<file path="src/rtl/axi_dw_txn_regulator.sv">
// Outstanding-burst regulator in front of the AXI data-width converter.
// It gates only the AW/AR handshakes, counts completions and offers a drain/halt handshake.
module axi_dw_txn_regulator #(
  parameter int MAX_WRITES = 8,
  parameter int MAX_READS  = 8,
  parameter int CNT_W      = $clog2(((MAX_WRITES > MAX_READS) ? MAX_WRITES : MAX_READS) + 1)
) (
  input  logic             clk_i,
  input  logic             rst_ni,
  input  logic             slv_aw_awvalid,
  output logic             slv_aw_awready,
  output logic             mst_aw_awvalid,
  input  logic             mst_aw_awready,
  input  logic             slv_ar_arvalid,
  output logic             slv_ar_arready,
  output logic             mst_ar_arvalid,
  input  logic             mst_ar_arready,
  input  logic             mst_b_bvalid,
  input  logic             mst_b_bready,
  input  logic             mst_r_rvalid,
  input  logic             mst_r_rready,
  input  logic             mst_r_rlast,
  input  logic             drain_req_i,
  output logic             drain_ack_o,
  output logic [CNT_W-1:0] wr_cnt_o,
  output logic [CNT_W-1:0] rd_cnt_o,
  output logic             err_o
);

  localparam logic [1:0] ST_RUN   = 2'd0;
  localparam logic [1:0] ST_DRAIN = 2'd1;
  localparam logic [1:0] ST_HALT  = 2'd2;

  localparam logic [CNT_W-1:0] WR_LIM = CNT_W'(MAX_WRITES);
  localparam logic [CNT_W-1:0] RD_LIM = CNT_W'(MAX_READS);

  logic [1:0]       state_q, state_d;
  logic [CNT_W-1:0] wr_cnt_q, wr_cnt_d, rd_cnt_q, rd_cnt_d;
  logic             aw_hold_q, aw_hold_d, ar_hold_q, ar_hold_d;
  logic             err_q, err_d;
  logic             rst_done_q;

  logic allow_w, allow_r;
  logic aw_hs, ar_hs, b_hs, r_done;
  logic wr_under, rd_under, idle;

  // Returns {underflow, next count}; a decrement at zero saturates and flags.
  function automatic logic [CNT_W:0] cnt_step(input logic [CNT_W-1:0] cnt,
                                               input logic inc, input logic dec);
    logic [CNT_W:0] res;
    res = {1'b0, cnt};
    if (inc && !dec) begin
      res = {1'b0, cnt + CNT_W'(1)};
    end else if (dec && !inc) begin
      if (cnt == '0) res = {1'b1, cnt};
      else           res = {1'b0, cnt - CNT_W'(1)};
    end
    return res;
  endfunction

  // A held request keeps its grant so a presented valid is never withdrawn.
  assign allow_w = rst_done_q & (aw_hold_q | ((state_q == ST_RUN) & (wr_cnt_q < WR_LIM)));
  assign allow_r = rst_done_q & (ar_hold_q | ((state_q == ST_RUN) & (rd_cnt_q < RD_LIM)));

  assign mst_aw_awvalid = slv_aw_awvalid & allow_w;
  assign slv_aw_awready = mst_aw_awready & allow_w;
  assign mst_ar_arvalid = slv_ar_arvalid & allow_r;
  assign slv_ar_arready = mst_ar_arready & allow_r;

  assign aw_hs  = mst_aw_awvalid & mst_aw_awready;
  assign ar_hs  = mst_ar_arvalid & mst_ar_arready;
  assign b_hs   = mst_b_bvalid & mst_b_bready;
  assign r_done = mst_r_rvalid & mst_r_rready & mst_r_rlast;

  assign idle = (wr_cnt_q == '0) & (rd_cnt_q == '0) & ~aw_hold_q & ~ar_hold_q & ~aw_hs & ~ar_hs;

  always_comb begin
    {wr_under, wr_cnt_d} = cnt_step(wr_cnt_q, aw_hs, b_hs);
    {rd_under, rd_cnt_d} = cnt_step(rd_cnt_q, ar_hs, r_done);
    err_d     = err_q | wr_under | rd_under | ((state_q == ST_HALT) & (b_hs | r_done));
    aw_hold_d = aw_hs ? 1'b0 : (aw_hold_q | (mst_aw_awvalid & ~mst_aw_awready));
    ar_hold_d = ar_hs ? 1'b0 : (ar_hold_q | (mst_ar_arvalid & ~mst_ar_arready));

    state_d = state_q;
    case (state_q)
      ST_RUN:   if (drain_req_i) state_d = ST_DRAIN;
      ST_DRAIN: begin
        if (!drain_req_i) state_d = ST_RUN;
        else if (idle)    state_d = ST_HALT;
      end
      ST_HALT:  if (!drain_req_i) state_d = ST_RUN;
      default:  state_d = ST_RUN;
    endcase
  end

  always_ff @(posedge clk_i or negedge rst_ni) begin
    if (!rst_ni) begin
      state_q    <= ST_RUN;
      wr_cnt_q   <= '0;
      rd_cnt_q   <= '0;
      aw_hold_q  <= 1'b0;
      ar_hold_q  <= 1'b0;
      err_q      <= 1'b0;
      rst_done_q <= 1'b0;
    end else begin
      state_q    <= state_d;
      wr_cnt_q   <= wr_cnt_d;
      rd_cnt_q   <= rd_cnt_d;
      aw_hold_q  <= aw_hold_d;
      ar_hold_q  <= ar_hold_d;
      err_q      <= err_d;
      rst_done_q <= 1'b1;
    end
  end

  assign drain_ack_o = (state_q == ST_HALT);
  assign wr_cnt_o    = wr_cnt_q;
  assign rd_cnt_o    = rd_cnt_q;
  assign err_o       = err_q;

`ifndef SYNTHESIS
  // The gating makes counting past the limit impossible.
  always_ff @(posedge clk_i) begin
    if (rst_ni) begin
      assert (!(aw_hs && !b_hs && wr_cnt_q >= WR_LIM)) else $error("write count overflow");
      assert (!(ar_hs && !r_done && rd_cnt_q >= RD_LIM)) else $error("read count overflow");
    end
  end
`endif

endmodule

</file>
<file path="config.mk">
export PLATFORM = sky130hd
export DESIGN_NAME = axi_dw_txn_regulator
export DESIGN_NICKNAME = d
export VERILOG_FILES = /design/src/rtl/axi_dw_txn_regulator.sv
export SDC_FILE = /design/constraint.sdc
export NUM_CORES = 1
export LEC_CHECK = 0
export ABC_CLOCK_PERIOD_IN_PS = 2150
export BUFFER_PORTS_ARGS = -buffer_cell sky130_fd_sc_hd__buf_2
export CAP_MARGIN = 0
export CORE_MARGIN = 3
export CORE_UTILIZATION = 51
export CTS_CLUSTER_SIZE = 25
export DETAILED_ROUTE_END_ITERATION = 8
export GPL_TIMING_DRIVEN = 0
export PLACE_DENSITY = 0.78
export SLEW_MARGIN = 20
export SYNTH_ARGS = -nofsm -noshare
export SYNTH_HDL_FRONTEND = slang
export SYNTH_SLANG_ARGS = --single-unit
</file>
<file path="constraint.sdc">
create_clock -name clk_i -period 2.15 [get_ports clk_i]
set_input_delay 0.215 -clock clk_i [delete_from_list [all_inputs] [get_ports clk_i]]
set_output_delay 0.215 -clock clk_i [all_outputs]
set_load 0.01 [all_outputs]
</file>
==> results of run 1 <==
path summary, 6_finish.rpt:
kind	cells past startpoint	to	from	slack (ps)
worst max-delay path	9	rd_cnt_o[3]$_DFFE_PN0P_	state_q[1]$_DFFE_PN0P_	100
worst min-delay path	2	flop	slv_aw_awvalid	160
worst max register to register	9	rd_cnt_o[3]$_DFFE_PN0P_	state_q[1]$_DFFE_PN0P_	100
worst min register to register	1	err_o$_DFF_PN0_	err_o$_DFF_PN0_	480
max in group asynchronous	2	wr_cnt_o[3]$_DFFE_PN0P_	rst_ni	1530
min in group asynchronous	2	rd_cnt_o[0]$_DFFE_PN0P_	rst_ni	360
cell type report:
| cell class | count | share of cell area |
|---|---|---|
| Sequential cell | 14 | 0.2942 |
| Clock buffer | 4 | 0.03037 |
| Inverter | 7 | 0.02199 |
| Multi-Input combinational cell | 93 | 0.5047 |
| Tap cell | 25 | 0.02618 |
| Buffer | 1 | 0.003141 |
| Timing Repair Buffer | 27 | 0.1194 |
power breakdown:
part | total, uW | internal (uW) | leakage (uW) | switching, uW
logic | 629 | 300 | 0.000368 | 328
clock network | 188 | 103 | 0.0000210 | 85.5
registers | 468 | 344 | 0.000177 | 124
routing by layer:
layer / track usage / share of wire
met2: 0.3216 / 0.50
met4: 0.05530 / 0.0056
met3: 0.02719 / 0.043
met1: 0.2316 / 0.46
met5: 0 / 0
critical path, stage by stage (launching register included):
cell     delay [ps]
dfrtp_1         430
nor3_1          210
nor2_1           90
nor2_1          160
and2_1          150
ha_2            320
nor4b_2         300
buf_4           170
a21oi_1          50
o21ai_0          80
cell families (layout without fill, tap and decap cells):
kind of cell,after synthesis,after routing,share of synthesized area
and+or+nand+nor,55,55,0.2926
AOI/OAI and AO/OA,26,26,0.1730
DFF,14,14,0.3562
buffers and inverters,11,39,0.04199
adders and majority gates,8,8,0.1018
muxes,2,2,0.02163
other,1,1,0.003813
xor gates and xnor gates,1,1,0.008907
stage by stage:
step | hold WS [ps] | instances | worst slack (ps) | util | total power [uW]
after CTS | 152.0 | 173 | 2.909 | 0.6759 | 1287
after floorplan | -80.59 | 118 | 61.68 | - | 900.8
after detailed placement | 129.0 | 168 | -54.15 | 0.6461 | 1091
after global placement | 126.3 | 168 | -59.87 | 0.6461 | 1060
after global routing | 146.8 | 171 | -78.25 | 0.6773 | 1401
final | 157.7 | 171 | 103.2 | 0.6773 | 1285
cell usage in the layout (no fill, tap or decap), drive strengths merged, types with 2 or more instances in the layout:
| master | instances |
|---|---|
| clkbuf | 4 |
| nor3 | 4 |
| buf | 27 |
| nand2 | 15 |
| inv | 7 |
| nor3b | 3 |
| nand3 | 5 |
| or3b | 2 |
| nor2 | 16 |
| a311oi | 2 |
| a21oi | 9 |
| o31ai | 2 |
| ha | 8 |
| and2 | 2 |
| o21ai | 4 |
| dfrtp | 14 |
| nor4b | 3 |
what timing repair did:
action / 4_1_cts / 5_1_grt
buffers inserted: 0 / 1
setup endpoints to repair: 2 / 8
hold buffers: 1 / 0
hold endpoints to repair: 14 / 0
pin swaps: 0 / 1
gates resized for setup: 1 / 3
==> impl_metrics.yaml, run 1 <==
outcome:
  status: "finished clean"
critical_path:
  critPathLaunchType: "flop"
  worstSetupEndpointType: "flop"
  arrival_ps: 2240
  crit_type: "flop to flop"
  required_ps: 2350
  path_max_fanout: 9
finish:
  multiInputGateArea_sq_um: 603.1
  ff_latch_area_sq_um: 351.6
  synthToLayoutAreaGrowth_pct: 21.50
  drive_gt1_frac: 0.2671
  nFillCells: 168
  diodes: 0
  design_area_sq_um: 1195
  layout.nets: 167
floorplan:
  start_util: 0.5574
  ios: 26
  die_h_microns: 49.91
  die_area_sq_um: 2491
  core_sq_um: 1764
  die_x_microns: 49.91
  row_count: 15
sta:
  finalHoldViolCount: 0
  finalSetupViolCount: 0
  fmax_mhz: 488.6
  fin_setup_tns_ps: 0
  min_period_ps: 2047
  fin_crit_sh: 0.9520
  fin_skew_ps: 2.571
  maxSlewViolCount: 0
cts:
  cts_tree: "yes"
  ctsRootBufferMaster: "clkbuf_4"
  numClockSinks: 14
  htree_levels: 1
  cts_buffers: 3
  clk_pin_slew_ps: 90
  clk_latency_ps: 270
  clk_path_buf_depth: 2
global_route:
  grt_pass1_vias: 876
  antenna_found_initial: 0
  grt_start_max_net_pins: 15
  grt_use_total: 0.1841
  grt_pass1_wl_microns: 3629
  grt_overflow: 0
job:
  maxCapViolations: 0
detailed_routing:
  via_per_inst: 5.614
  drc: 0
  first_pass_iters: 4
  first_iter_violations: 34
  drtAntennaViolNets: 0
  post_drt_wl_per_cell_microns: 12.50
  drt-total-wl_microns: 2137
  vias: 960
placement:
  port_buffers: 25
  gp_congestion: 0.8326
  placed_area_sq_um: 1140
  dp_hpwl_microns: 1648
power:
  power_density_nw_per_um2: 1075
  vdd_drop_max_mv: 0.6375
  leakage_uw: 0.0005658
synthesis:
  async_flop_share: 1.000
  ys_seq_area_frac: 0.3562
  yosysTopAreaCellShare: 0.3562
  yosysTopAreaCell: "dfrtp_1"
  synth.ff_latch_count: 14
  synthFlopType: "dfrtp_1"
  ys_top_cells_by_area: "dfrtp_1 36%, ha_1 10%, nand2_1 5.7%, nor2_1 5.7%, a21oi_1 4.6%"
  syn_nets: 138
  synth_cells: 118
  syn-cell-area_sq_um: 983.4
  synth_edf_count: 0
  yosys_warnings: 0
  syn_area_per_cell_sq_um: 8.334
  synthDistinctLibCells: 36
  synth.top_cells.by_count: "15 x nand2_1, 15 x nor2_1, 14 x dfrtp_1, 9 x a21oi_1, 8 x ha_1"
worst_hold_path:
  hp-class: "input pin to flop"
Note: power is estimated with default switching activity, not from simulation.
==> run 2, diff against run 1 <==
PLACE_DENSITY = unset   (was 0.78)
PLACE_DENSITY_LB_ADDON = 0.12   (was unset)
==> impl_metrics.yaml, run 2 (same netlist as run 1, synthesis figures left out) <==
outcome:
  status: "finished clean"
cts:
  cts_tree: "yes"
  clk_pin_slew_ps: 90
  clk_path_buf_depth: 2
  htree_levels: 1
  clk_latency_ps: 280
  numClockSinks: 14
  cts_buffers: 3
  ctsRootBufferMaster: "clkbuf_4"
job:
  maxCapViolations: 0
critical_path:
  arrival_ps: 2170
  cpPeakStageDelay_ps: 500
  critPathLaunchType: "flop"
  crit_type: "flop to flop"
  required_ps: 2320
  crit_family: "simple AND/OR/NAND/NOR gates"
  critPathSlowestCell: "or4_4"
  crit_buf_inv: 1
  path_cells: "inv_1 > ha_1 > or3b_4 > or4_4 > and3b_1"
  worstSetupEndpointType: "flop"
  path_max_fanout: 7
floorplan:
  start_util: 0.5574
  core_sq_um: 1764
  ios: 26
  row_count: 15
  die_x_microns: 49.91
  die_area_sq_um: 2491
  die_h_microns: 49.91
finish:
  synthToLayoutAreaGrowth_pct: 21.88
  post_layout_nonfiller_instances: 170
  layout.nets: 166
  final_common_cell: "buf_2"
  diodes: 0
  drive_gt1_frac: 0.2690
  mostFrequentLayoutCells: "25 x buf_2, 15 x nand2_1, 15 x nor2_1"
power:
  power_uw: 1307
  power_density_nw_per_um2: 1090
  p_comb_frac: 0.495
  switching_share: 0.4272
  pwr-share-seq: 0.357
  p_switching_uw: 558.4
  p_int_uw: 748.6
  leakage_uw: 0.0005601
  vdd_drop_max_mv: 0.5636
  clkPwrFrac: 0.148
placement:
  dp.cells: 168
  port_buffers: 25
  dpl_worst_slack_ps: -122.4
  gp_congestion: 0.8061
  dp_hpwl_microns: 1691
worst_hold_path:
  hp-class: "input pin to flop"
detailed_routing:
  post_drt_wl_per_cell_microns: 13.58
  first_iter_violations: 26
  vias: 978
  drt-total-wl_microns: 2309
  via_per_inst: 5.753
  first_pass_iters: 4
  drtAntennaViolNets: 0
  drc: 0
global_route:
  grt_pass1_wl_microns: 3857
  antenna_found_initial: 0
  grt_start_max_net_pins: 15
  grt_pass1_vias: 888
  grt_use_total: 0.2011
  grt_overflow: 0
sta:
  finalHoldViolCount: 0
  whs_ps: 152.1
  fin_ws_ps: 152.7
  fin_skew_ps: 2.195
  fmax_mhz: 500.7
  finalSetupViolCount: 0
  maxSlewViolCount: 0
  min_period_ps: 1997
  rsz0062_at_grt: "no"
  fin_setup_tns_ps: 0
  fin_crit_sh: 0.9290
-- run 2: cell count changes in the layout (fill, tap and decap cells not counted) --
cell and delta:
nor4b_2 -1, buf_4 -1, ha_2 +1, ha_1 -1, nor4b_4 +1
-- run 2: routing by layer --
metal | up-vias | routed length (microns) | track usage
met5 | - | 0 | 0
met4 | 0 | 21 | 0.08295
met3 | 4 | 126 | 0.03021
met2 | 38 | 1179 | 0.3304
met1 | 464 | 980 | 0.2613
li1 | 472 | - | -
-- run 2: power groups by stage --
| stage | logic (uW) | registers (uW) | clock network (uW) |
|---|---|---|---|
| 3_3_place_gp | 602 | 462 | 0 |
| 2_1_floorplan | 432 | 468 | 0 |
| 6_report | 647 | 467 | 193 |
| 4_1_cts | 632 | 463 | 202 |
| 5_1_grt | 717 | 484 | 218 |
| 3_5_place_dp | 621 | 469 | 0 |
-- run 2: through the flow --
step	cell area, sq um	utilization
after floorplan	983.4	-
after global placement	1140	0.6461
after detailed placement	1140	0.6461
after CTS	1189	0.6738
after global routing	1199	0.6794
final	1199	0.6794
-- run 2: layout make-up --
cell class | instances | area, sq um
Timing Repair Buffer | 26 | 135.1
Multi-Input combinational cell | 93 | 614.3
Clock buffer | 4 | 36.28
Inverter | 7 | 26.28
Buffer | 1 | 3.754
Tap cell | 25 | 31.28
Fill cell | 165 | 565.5
Sequential cell | 14 | 351.6
-- run 2: path summary, 6_finish.rpt --
kind | startpoint | end | slack (ps) | cells past startpoint
setup / recovery | wr_cnt_o[0]$_DFFE_PN0P_ | state_q[0]$_DFFE_PN0P_ | 150 | 5
hold / removal | drain_req_i | state_q[1]$_DFFE_PN0P_ | 150 | 2
setup reg to reg | wr_cnt_o[0]$_DFFE_PN0P_ | state_q[0]$_DFFE_PN0P_ | 150 | 5
hold reg to reg | err_o$_DFF_PN0_ | err_o$_DFF_PN0_ | 480 | 1
max in group asynchronous | rst_ni | wr_cnt_o[3]$_DFFE_PN0P_ | 1520 | 2
min in group asynchronous | rst_ni | async pin | 360 | 2
-- run 2: what timing repair did --
item / CTS / global route
setup endpoints to repair: 2 / 9
resized for setup: 1 / 5
setup buffers: 0 / 0
hold endpoints to repair: 14 / 0
hold buffers: 1 / 0
pin swaps: 1 / 0
==> run 3, diff against run 2 <==
BUFFER_PORTS_ARGS = unset   (was -buffer_cell sky130_fd_sc_hd__buf_2)
CORE_UTILIZATION = 55   (was 51)
DONT_BUFFER_PORTS = 1   (was unset)
==> impl_metrics.yaml, run 3 (same netlist as run 1, synthesis figures left out) <==
finish:
  final_common_cell: "nand2_1"
  fin_util: 0.6837
  multiInputGateArea_sq_um: 631.9
  synthToLayoutAreaGrowth_pct: 10.81
  nFillCells: 134
  mostFrequentLayoutCells: "15 x nand2_1, 13 x nor2_1, 11 x dfrtp_1"
  design_area_sq_um: 1090
  post_layout_nonfiller_instances: 144
  diodes: 0
  ff_latch_area_sq_um: 354.1
  drive_gt1_frac: 0.1500
  layout.nets: 142
sta:
  fin_crit_sh: 0.9642
  maxSlewViolCount: 0
  max_slew_margin: 0.5745
  finalSetupViolCount: 0
  whs_ps: 40.73
  fin_skew_ps: 2.029
  min_period_ps: 2073
  fin_setup_tns_ps: 0
  fmax_mhz: 482.4
  finalHoldViolCount: 0
  tightestPinTransition_ps: 636.2
global_route:
  grt_use_total: 0.2011
  grt_pass1_vias: 753
  grt_start_max_net_pins: 15
  antenna_found_initial: 0
  grt_pass1_wl_microns: 3229
  grt_overflow: 0
detailed_routing:
  post_drt_wl_per_cell_microns: 14.88
  drtAntennaViolNets: 0
  first_iter_violations: 14
  via_per_inst: 6.000
  drt-total-wl_microns: 2142
  drc: 0
  first_pass_iters: 5
  vias: 864
critical_path:
  path_cells: "inv_1 > ha_1 > or3b_4 > or4_4 > and3b_1"
  arrival_ps: 2240
  crit_family: "simple AND/OR/NAND/NOR gates"
  required_ps: 2320
  critPathLaunchType: "flop"
  crit_buf_inv: 1
  cpPeakStageDelay_ps: 540
  path_max_fanout: 7
  critPathSlowestCell: "or4_4"
  crit_type: "flop to flop"
  worstSetupEndpointType: "flop"
power:
  leakage_uw: 0.0004470
  power_density_nw_per_um2: 1116
  vdd_drop_max_mv: 0.6297
worst_hold_path:
  hp-class: "input pin to flop"
cts:
  htree_levels: 1
  clk_latency_ps: 270
  clk_pin_slew_ps: 80
  clk_path_buf_depth: 2
  cts_buffers: 3
  numClockSinks: 14
  ctsRootBufferMaster: "clkbuf_4"
  cts_tree: "yes"
placement:
  placed_area_sq_um: 1013
  dp_hpwl_microns: 1526
  port_buffers: 0
  dp.cells: 142
  gp_congestion: 0.7864
floorplan:
  die_h_microns: 48.29
  core_sq_um: 1594
  die_area_sq_um: 2331
  die_x_microns: 48.29
  start_util: 0.6170
  row_count: 14
  ios: 26
outcome:
  status: "finished clean"
job:
  maxCapViolations: 0
==> run 3: changes by cell type in the layout (fill, tap and decap cells not counted), sizes merged <==
cell / previous run / this run
clkdlybuf4s25: 0 / 1
buf: 26 / 0
==> run 3: per-stage QoR <==
step	total power [uW]	setup slack (ps)
after detailed placement	1010	-295.3
after CTS	1179	6.862
after floorplan	900.8	61.68
final	1216	77.00
after global placement	987.3	-235.1
after global routing	1328	-0.9628
==> run 3: path summary, 6_finish.rpt <==
check / slack, ps / to / depth (start not counted) / from
max: 80 / state_q[0]$_DFFE_PN0P_ / 5 / rd_cnt_o[0]$_DFFE_PN0P_
min: 40 / flop / 1 / slv_aw_awvalid
max reg2reg: 80 / state_q[0]$_DFFE_PN0P_ / 5 / rd_cnt_o[0]$_DFFE_PN0P_
min reg2reg: 560 / err_o$_DFF_PN0_ / 1 / err_o$_DFF_PN0_
max in group asynchronous: 1300 / wr_cnt_o[3]$_DFFE_PN0P_ / 1 / rst_ni
min in group asynchronous: 400 / rd_cnt_o[1]$_DFFE_PN0P_ / 1 / rst_ni
==> run 3: cell type report <==
cell class | count | share of cell area
tap | 24 | 0.02755
multi-input combinational | 93 | 0.5798
buffer | 1 | 0.004592
inverter | 7 | 0.02411
timing repair buffer | 2 | 0.01837
clock buffer | 3 | 0.02067
sequential | 14 | 0.3249
==> run 3: where the power goes <==
group	switching, uW	internal (uW)
Combinational	302	265
Clock	79.4	64.9
Sequential	159	346
==> run 3: what timing repair did <==
action,4_1_cts,5_1_grt
pin swaps,1,2
gates resized for setup,6,7
hold endpoints to repair,14,0
setup endpoints to repair,8,7
buffers inserted,0,1
hold buffers,1,0
==> run 3: worst reg2reg max path, stage by stage (launching register included) <==
cell and delay, ps:
dfrtp_1 490, inv_1 110, ha_1 200, or3b_4 430, or4_4 540, and3b_1 200
==> run 3: routing by layer <==
metal	global-route usage	wire, microns	vias to the layer above
met5	0	0	-
met4	0.06989	55	0
met3	0.07749	116	6
met2	0.3255	1006	26
met1	0.2421	963	409
li1	-	-	423
